### config.mk
export PLATFORM = sky130hd
export DESIGN_NAME = mem_bus_ctrl
export DESIGN_NICKNAME = d
export VERILOG_FILES = /design/src/rtl/mem_bus_ctrl.sv
export SDC_FILE = /design/constraint.sdc
export NUM_CORES = 1
export LEC_CHECK = 0
export ABC_CLOCK_PERIOD_IN_PS = 1730
export BUFFER_PORTS_ARGS = -buffer_cell sky130_fd_sc_hd__buf_4
export CORE_ASPECT_RATIO = 0.75
export CORE_MARGIN = 4
export CORE_UTILIZATION = 38
export DETAILED_ROUTE_END_ITERATION = 10
export PLACE_DENSITY = 0.68
export SETUP_SLACK_MARGIN = 0.05
export SYNTH_ARGS = -nofsm -noshare
export SYNTH_HDL_FRONTEND = slang
export SYNTH_SLANG_ARGS = --single-unit
### constraint.sdc
create_clock -name MAIN_CLK -period 1.73 [get_ports MAIN_CLK]
set_input_delay 0.173 -clock MAIN_CLK [delete_from_list [all_inputs] [get_ports MAIN_CLK]]
set_output_delay 0.173 -clock MAIN_CLK [all_outputs]
set_load 0.02 [all_outputs]
### src/rtl/mem_bus_ctrl.sv
// CPU memory-port bridge: one strobe becomes one REQ/ACK transaction on external memory.
// Stall is 2 cycles with ACK on the first REQ cycle, plus 1 per wait cycle, up to TIMEOUT+2 on abort.
module mem_bus_ctrl #(
  parameter int ADDR_W  = 16,
  parameter int DATA_W  = 16,
  parameter int TIMEOUT = 15
) (
  input  logic              MAIN_CLK,
  input  logic              MAIN_RST,
  input  logic [ADDR_W-1:0] ADDR_BUS,
  input  logic [DATA_W-1:0] WRITE_DATA_BUS,
  input  logic              MEM_RD,
  input  logic              MEM_WR,
  output logic [DATA_W-1:0] READ_DATA_BUS,
  output logic              CPU_STALL,
  output logic              BUS_ERR,
  output logic [ADDR_W-1:0] EXT_ADDR,
  output logic [DATA_W-1:0] EXT_WDATA,
  output logic              EXT_WE,
  output logic              EXT_REQ,
  input  logic [DATA_W-1:0] EXT_RDATA,
  input  logic              EXT_ACK
);

  typedef enum logic [1:0] {
    S_IDLE = 2'd0,
    S_REQ  = 2'd1,
    S_DONE = 2'd2,
    S_ERR  = 2'd3
  } state_t;

  localparam logic [7:0] TO_LIM = 8'(TIMEOUT);

  state_t            r_state;
  logic [7:0]        r_cnt;
  logic [DATA_W-1:0] r_rdata;
  logic [ADDR_W-1:0] r_addr;
  logic [DATA_W-1:0] r_wdata;
  logic              r_we;
  logic              r_req;
  logic              r_err;

  logic              w_strobe;
  logic [7:0]        w_cnt_nxt;

  assign w_strobe  = MEM_RD | MEM_WR;
  assign w_cnt_nxt = r_cnt + 8'd1;

  always_ff @(posedge MAIN_CLK or posedge MAIN_RST) begin
    if (MAIN_RST) begin
      r_state <= S_IDLE;
      r_cnt   <= '0;
      r_rdata <= '0;
      r_addr  <= '0;
      r_wdata <= '0;
      r_we    <= 1'b0;
      r_req   <= 1'b0;
      r_err   <= 1'b0;
    end else begin
      case (r_state)
        S_IDLE: begin
          if (w_strobe) begin
            r_state <= S_REQ;
            r_addr  <= ADDR_BUS;
            r_wdata <= WRITE_DATA_BUS;
            r_we    <= MEM_WR;
            r_req   <= 1'b1;
            r_cnt   <= '0;
          end
        end
        S_REQ: begin
          if (EXT_ACK) begin
            r_state <= S_DONE;
            r_req   <= 1'b0;
            if (!r_we) r_rdata <= EXT_RDATA;
          end else if (w_cnt_nxt == TO_LIM) begin
            // Error data and the BUS_ERR pulse both become visible during ERR.
            r_state <= S_ERR;
            r_req   <= 1'b0;
            r_err   <= 1'b1;
            r_cnt   <= w_cnt_nxt;
            if (!r_we) r_rdata <= '1;
          end else begin
            r_cnt <= w_cnt_nxt;
          end
        end
        S_ERR: begin
          r_err   <= 1'b0;
          r_state <= S_DONE;
        end
        S_DONE: begin
          if (!w_strobe) r_state <= S_IDLE;
        end
        default: r_state <= S_IDLE;
      endcase
    end
  end

  assign READ_DATA_BUS = r_rdata;
  assign EXT_ADDR      = r_addr;
  assign EXT_WDATA     = r_wdata;
  assign EXT_WE        = r_we;
  assign EXT_REQ       = r_req;
  assign BUS_ERR       = r_err;
  // Gated by reset so a strobe held through reset cannot raise stall.
  assign CPU_STALL     = !MAIN_RST & ((r_state == S_REQ) | (r_state == S_ERR) |
                                      ((r_state == S_IDLE) & w_strobe));

endmodule

==> results.py, run 1 <==
metrics = {
    "outcome": {
        "failed_checks": "setup timing",
        "status": "finished, violations left",
    },
    "yosys": {
        "synthDistinctLibCells": 42,
        "async_reset_ff_frac": 1.00,
        "ys_ff_latch": 61,
        "synth_area_per_cell_sq_um": 11.9,
        "synth_area_sq_mm": 0.00266,
        "ys.warnings.count": 0,
        "synth_edf_count": 0,
        "synth-seq-area-share": 0.574,
        "syn_nets": 278,
        "synth_flop_cell": "dfrtp_1",
        "synth_cells": 223,
    },
    "detailed_routing": {
        "vias": 2084,
        "wl_per_cell_um": 14.8,
        "viasPerCell": 4.82,
        "ant_nets": 0,
        "wl_um": 6410,
        "dr.first_iter.drc_count": 103,
        "drcViolationCount": 0,
        "dr.pass1.iters": 4,
    },
    "timing": {
        "finalClockSkew_ps": 8.54,
        "slew_headroom": 0.645,
        "rsz0062_at_grt": "yes",
        "max_freq_mhz": 575,
        "final-setup-viol-count": 8,
        "hold_viol": 0,
        "min_period_ps": 1740,
        "drv_slew": 0,
        "finalCritPeriodShare": 1.01,
        "max_slew.worst_pin.slew_ps": 531,
        "worst_slack_ps": -8.95,
    },
    "floorplan": {
        "core_area_sq_mm": 0.00680,
        "die_area_sq_mm": 0.00841,
        "rows": 26,
        "die_x_um": 105,
        "initial_core_util": 0.391,
        "io_pins": 105,
        "die_h_um": 80.4,
    },
    "critical_path": {
        "critical_path_class": "register to register",
        "critical_path_buf_inv_count": 1,
        "arrival_ps": 1960,
        "max_stage_delay_ps": 490,
        "critPathTopFamily": "flip-flops",
        "critPathLaunchType": "register",
        "required_ps": 1950,
        "slowest_stage": "dfrtp_2",
        "startpoint": "r_cnt[1]",
        "crit_path_end_kind": "register",
        "regToRegStartpoint": "r_cnt[1]",
        "path_cells": "ha_4 -> nand3_2 -> mux2i_1 -> o22ai_2 -> a21oi_4 -> buf_12 -> a21oi_1",
        "path_max_fanout": 9,
    },
    "clock_network": {
        "cts-root-buf": "clkbuf_8",
        "cts_inserted_buffers": 9,
        "clockBufferDepth": 2,
        "clkTransAtPathRegs_ps": 70,
        "htree_levels": 3,
        "cts_tree": "built",
        "clock_latency_ps": 340,
        "cts_sinks": 61,
    },
    "grt": {
        "grt_pass1_vias": 2119,
        "grt_pass1_wl_um": 10400,
        "track_usage": 0.157,
        "grt_max_degree": 34,
        "antenna_found_initial": 0,
        "grt_overflow": 0,
    },
    "pwr": {
        "leakagePower_nw": 1.80,
        "power.density_mw_per_mm2": 1890,
        "ir_worst_vdd_mv": 0.975,
        "p_total_mw": 7.41,
    },
    "min_path": {
        "min_from": "WRITE_DATA_BUS[5]",
        "hold_path.class": "input pin to register",
    },
    "placed_design": {
        "port_buffers": 104,
        "dp_hpwl_um": 4780,
        "placed_cell_area_sq_mm": 0.00367,
        "place.gp.congestion": 0.829,
    },
    "cells_and_area": {
        "nNetsFinal": 398,
        "fin_area_sq_mm": 0.00392,
        "antennaDiodeCount": 0,
        "drive_gt1_frac": 0.546,
        "area_delta_synth_final_pct": 47.4,
    },
    "run": {
        "drv_cap": 0,
    },
}
## logic make-up (layout without fill, tap and decap cells)
logic type	Yosys count	count (layout)	synth area share
adders and majority gates	2	2	0.00941
and+or+nand+nor	40	40	0.0753
muxes	33	33	0.139
AOI/OAI and AO/OA	56	56	0.149
buffers and inverters	30	155	0.0494
xor gates and xnor gates	1	1	0.00329
DFF	61	61	0.574
## layout make-up
type / count / area (sq um)
Inverter: 21 / 85.1
Clock inverter: 4 / 72.6
Multi-Input combinational cell: 132 / 1040
Timing Repair Buffer: 118 / 938
Tap cell: 84 / 105
Clock buffer: 12 / 145
Sequential cell: 61 / 1530
Fill cell: 587 / 2880
## layer usage
metal,track usage,vias up,wire length [um]
li1,-,1025,-
met1,0.206,968,2990
met2,0.233,82,2750
met3,0.0779,9,608
met4,0.0354,0,64
met5,0,-,0
## placed cells by master (no fill, tap or decap), drive strengths merged, types with 2 or more instances in the layout
cell,count
buf,117
dfrtp,61
mux2,32
inv,20
o22ai,17
a21oi,17
nand2,13
clkbuf,12
o21ai,10
nor2,10
nand3,4
nor3,3
and2,2
o31ai,2
a21boi,2
clkinvlp,2
ha,2
bufinv,2
a211oi,2
## stage by stage
step	hold WS (ps)	setup WS, ps	utilization	std cells	setup TNS, ps
finish	61.2	-8.95	0.577	432	-46.2
CTS	42.9	-33.8	0.576	432	-227
global placement	240	-60.0	0.540	413	-809
global route	40.8	-126	0.577	432	-1490
detailed placement	250	-131	0.540	413	-1720
floorplan	285	44.7	-	223	0
## cells in the mapped netlist (all sizes together) (2+ instances only)
cell type | instances | area [sq um]
a211oi | 2 | 20.0
a21boi | 2 | 15.0
a21oi | 17 | 134
and2 | 2 | 12.5
buf | 6 | 41.3
clkbuf | 3 | 11.3
dfrtp | 61 | 1530
ha | 2 | 25.0
inv | 21 | 78.8
mux2 | 32 | 360
nand2 | 13 | 48.8
nand3 | 4 | 25.0
nor2 | 10 | 40.0
nor3 | 3 | 20.0
o21ai | 10 | 50.1
o22ai | 17 | 113
o31ai | 2 | 15.0
## what timing repair did
item / CTS / global route
setup endpoints to repair: 18 / 25
resized for setup: 3 / 2
endpoints found under the hold margin: 19 / 0
pin swaps: 2 / 1
hold buffers: 1 / 0
buffers inserted: 2 / 0
## flip-flops by register name (all words and copies together), names as in the netlist
name           count
EXT_WE             1
r_cnt              8
EXT_REQ            1
EXT_WDATA         16
BUS_ERR            1
EXT_ADDR          16
READ_DATA_BUS     16
r_state            2
## power by group
group,leakage [nW],internal [mW],switching (mW)
Sequential,0.756,2.06,0.450
Clock,0.107,0.849,0.556
Combinational,0.937,1.70,1.80
Total,1.80,4.61,2.80
## worst paths after layout
check                      cells past startpoint  slack [ps]           endpoint
hold / removal                                 2          60       EXT_WDATA[5]
min in group asynchronous                      3         460       EXT_WDATA[2]
hold reg to reg                                1         510        EXT_ADDR[7]
max in group asynchronous                      4         740        EXT_ADDR[9]
setup reg to reg                               7          -9  READ_DATA_BUS[15]
setup / recovery                               7          -9  READ_DATA_BUS[15]
(Power assumes the default switching activity.)
==> run 2: changes to the inputs <==
PLACE_DENSITY = 0.65   (was 0.68)
==> run 2 against run 1 <==
Net effect: the run still ends with setup timing left; critical endpoint unchanged; via count up 4.8%; flip-flop and latch count unchanged; wire length up 4.6%; largest power group unchanged.
==> results.py, run 2 (synthesis gave the netlist of run 1 again) <==
metrics = {
    "outcome": {
        "status": "finished, violations left",
        "failed_checks": "setup timing",
    },
    "clock_network": {
        "clock_latency_ps": 340,
        "cts_sinks": 61,
        "cts_inserted_buffers": 9,
        "clkTransAtPathRegs_ps": 70,
        "clockBufferDepth": 2,
        "cts_tree": "built",
        "cts-root-buf": "clkbuf_8",
        "htree_levels": 3,
    },
    "detailed_routing": {
        "drcViolationCount": 0,
        "dr.pass1.iters": 5,
        "dr.first_iter.drc_count": 101,
        "ant_nets": 0,
        "wl_um": 6710,
        "viasPerCell": 4.96,
        "wl_per_cell_um": 15.2,
        "vias": 2184,
    },
    "critical_path": {
        "critical_path_buf_inv_count": 2,
        "critical_path_class": "register to register",
        "critPathLaunchType": "register",
        "ff2ff_path_depth": 7,
        "slowest_stage": "dfrtp_2",
        "path_max_fanout": 14,
        "arrival_ps": 2010,
        "reg2reg_slack_ps": -10,
        "regToRegStartpoint": "r_cnt[0]",
        "path_cells": "buf_6 -> nand4_1 -> o21a_1 -> a211oi_4 -> a21oi_4 -> buf_12 -> a21oi_2",
        "timing.rr.end": "READ_DATA_BUS[15]",
        "required_ps": 2000,
        "max_stage_delay_ps": 460,
        "crit_path_end_kind": "register",
        "critPathTopFamily": "compound AO/OA/AOI/OAI gates",
    },
    "floorplan": {
        "die_x_um": 105,
        "core_area_sq_mm": 0.00680,
        "die_area_sq_mm": 0.00841,
        "io_pins": 105,
        "rows": 26,
        "die_h_um": 80.4,
        "initial_core_util": 0.391,
    },
    "cells_and_area": {
        "n_fill_cell": 557,
        "multi_input_area_sq_mm": 0.00107,
        "ff_latch_area_sq_mm": 0.00153,
        "layout_common_cells": "121 x buf_4, 59 x dfrtp_1, 32 x mux2_2",
        "antennaDiodeCount": 0,
        "final_common_cell": "buf_4",
        "utilization": 0.584,
        "nNetsFinal": 407,
        "drive_gt1_frac": 0.567,
        "area_delta_synth_final_pct": 49.5,
        "fin_area_sq_mm": 0.00397,
    },
    "timing": {
        "worst_slack_ps": -14.2,
        "min_period_ps": 1740,
        "drv_slew": 0,
        "finalClockSkew_ps": 10.6,
        "final-setup-viol-count": 6,
        "max_freq_mhz": 573,
        "max_slew.worst_pin.slew_ps": 370,
        "hold_ws_ps": 59.8,
        "rsz0062_at_grt": "yes",
        "finalCritPeriodShare": 1.01,
        "hold_viol": 0,
        "slew_headroom": 0.753,
    },
    "grt": {
        "antenna_found_initial": 0,
        "grt_pass1_wl_um": 10600,
        "grt_overflow": 0,
        "grt_pass1_vias": 2298,
        "grt_max_degree": 47,
        "track_usage": 0.162,
    },
    "min_path": {
        "hold_path.class": "input pin to register",
        "hold_depth": 2,
        "min_from": "ADDR_BUS[15]",
        "min_to": "EXT_ADDR[15]",
    },
    "placed_design": {
        "place_ws_ps": -118,
        "dp_hpwl_um": 4710,
        "place.gp.congestion": 0.810,
        "placed_cell_area_sq_mm": 0.00369,
        "port_buffers": 104,
    },
    "run": {
        "drv_cap": 0,
    },
    "pwr": {
        "power.density_mw_per_mm2": 1860,
        "leakagePower_nw": 1.82,
        "ir_worst_vdd_mv": 1.11,
    },
}
==> run 2: cell count changes in the layout (fill, tap and decap cells not counted), moves of 2 or more <==
| cell | previous run | this run |
|---|---|---|
| buf_4 | 113 | 121 |
| a21oi_2 | 11 | 16 |
| a21oi_1 | 5 | 0 |
| buf_6 | 0 | 2 |
==> run 2: where the power goes <==
group / internal, mW / switching (mW)
clock: 0.655 / 0.554
sequential: 2.07 / 0.470
combinational: 1.79 / 1.84
==> run 2: through the flow <==
step / total power [mW] / setup TNS [ps] / std cells
5_1_grt: 7.87 / -1080 / 440
6_report: 7.38 / -41.2 / 440
2_1_floorplan: 4.56 / 0 / 223
3_5_place_dp: 6.07 / -1520 / 417
3_3_place_gp: 6.00 / -487 / 417
4_1_cts: 7.43 / -26.6 / 438
==> run 2: worst max-delay path by stage <==
| stage | from | endpoint | slack [ps] | depth (start not counted) |
|---|---|---|---|---|
| after floorplan | r_cnt[0] | READ_DATA_BUS[0] | 40 | 9 |
| after global placement | r_cnt[0] | READ_DATA_BUS[10] | -40 | 7 |
| after detailed placement | r_cnt[0] | READ_DATA_BUS[15] | -120 | 7 |
| after CTS | r_cnt[0] | READ_DATA_BUS[15] | -10 | 7 |
| after global routing | r_cnt[1] | READ_DATA_BUS[12] | -80 | 7 |
| final | r_cnt[0] | READ_DATA_BUS[15] | -10 | 7 |
==> run 2: repair_timing <==
item	4_1_cts	5_1_grt
resized for setup	9	5
gates cloned	0	0
hold endpoints to repair	15	0
pin swaps	3	3
setup endpoints to repair	18	19
hold buffers	1	0
setup buffers	5	2
==> run 2: final cells by class <==
| type | instances | area share |
|---|---|---|
| Clock buffer | 11 | 0.0331 |
| Clock inverter | 4 | 0.0126 |
| Inverter | 21 | 0.0214 |
| Multi-Input combinational cell | 132 | 0.270 |
| Sequential cell | 61 | 0.385 |
| Tap cell | 84 | 0.0264 |
| Timing Repair Buffer | 127 | 0.252 |
==> run 2: per-layer routing <==
metal | vias to the layer above | share of wire | global-route usage
met4 | 0 | 0.011 | 0.0524
met1 | 1046 | 0.44 | 0.202
met5 | - | 0 | 0
met3 | 9 | 0.10 | 0.0867
li1 | 1043 | - | -
met2 | 86 | 0.45 | 0.242
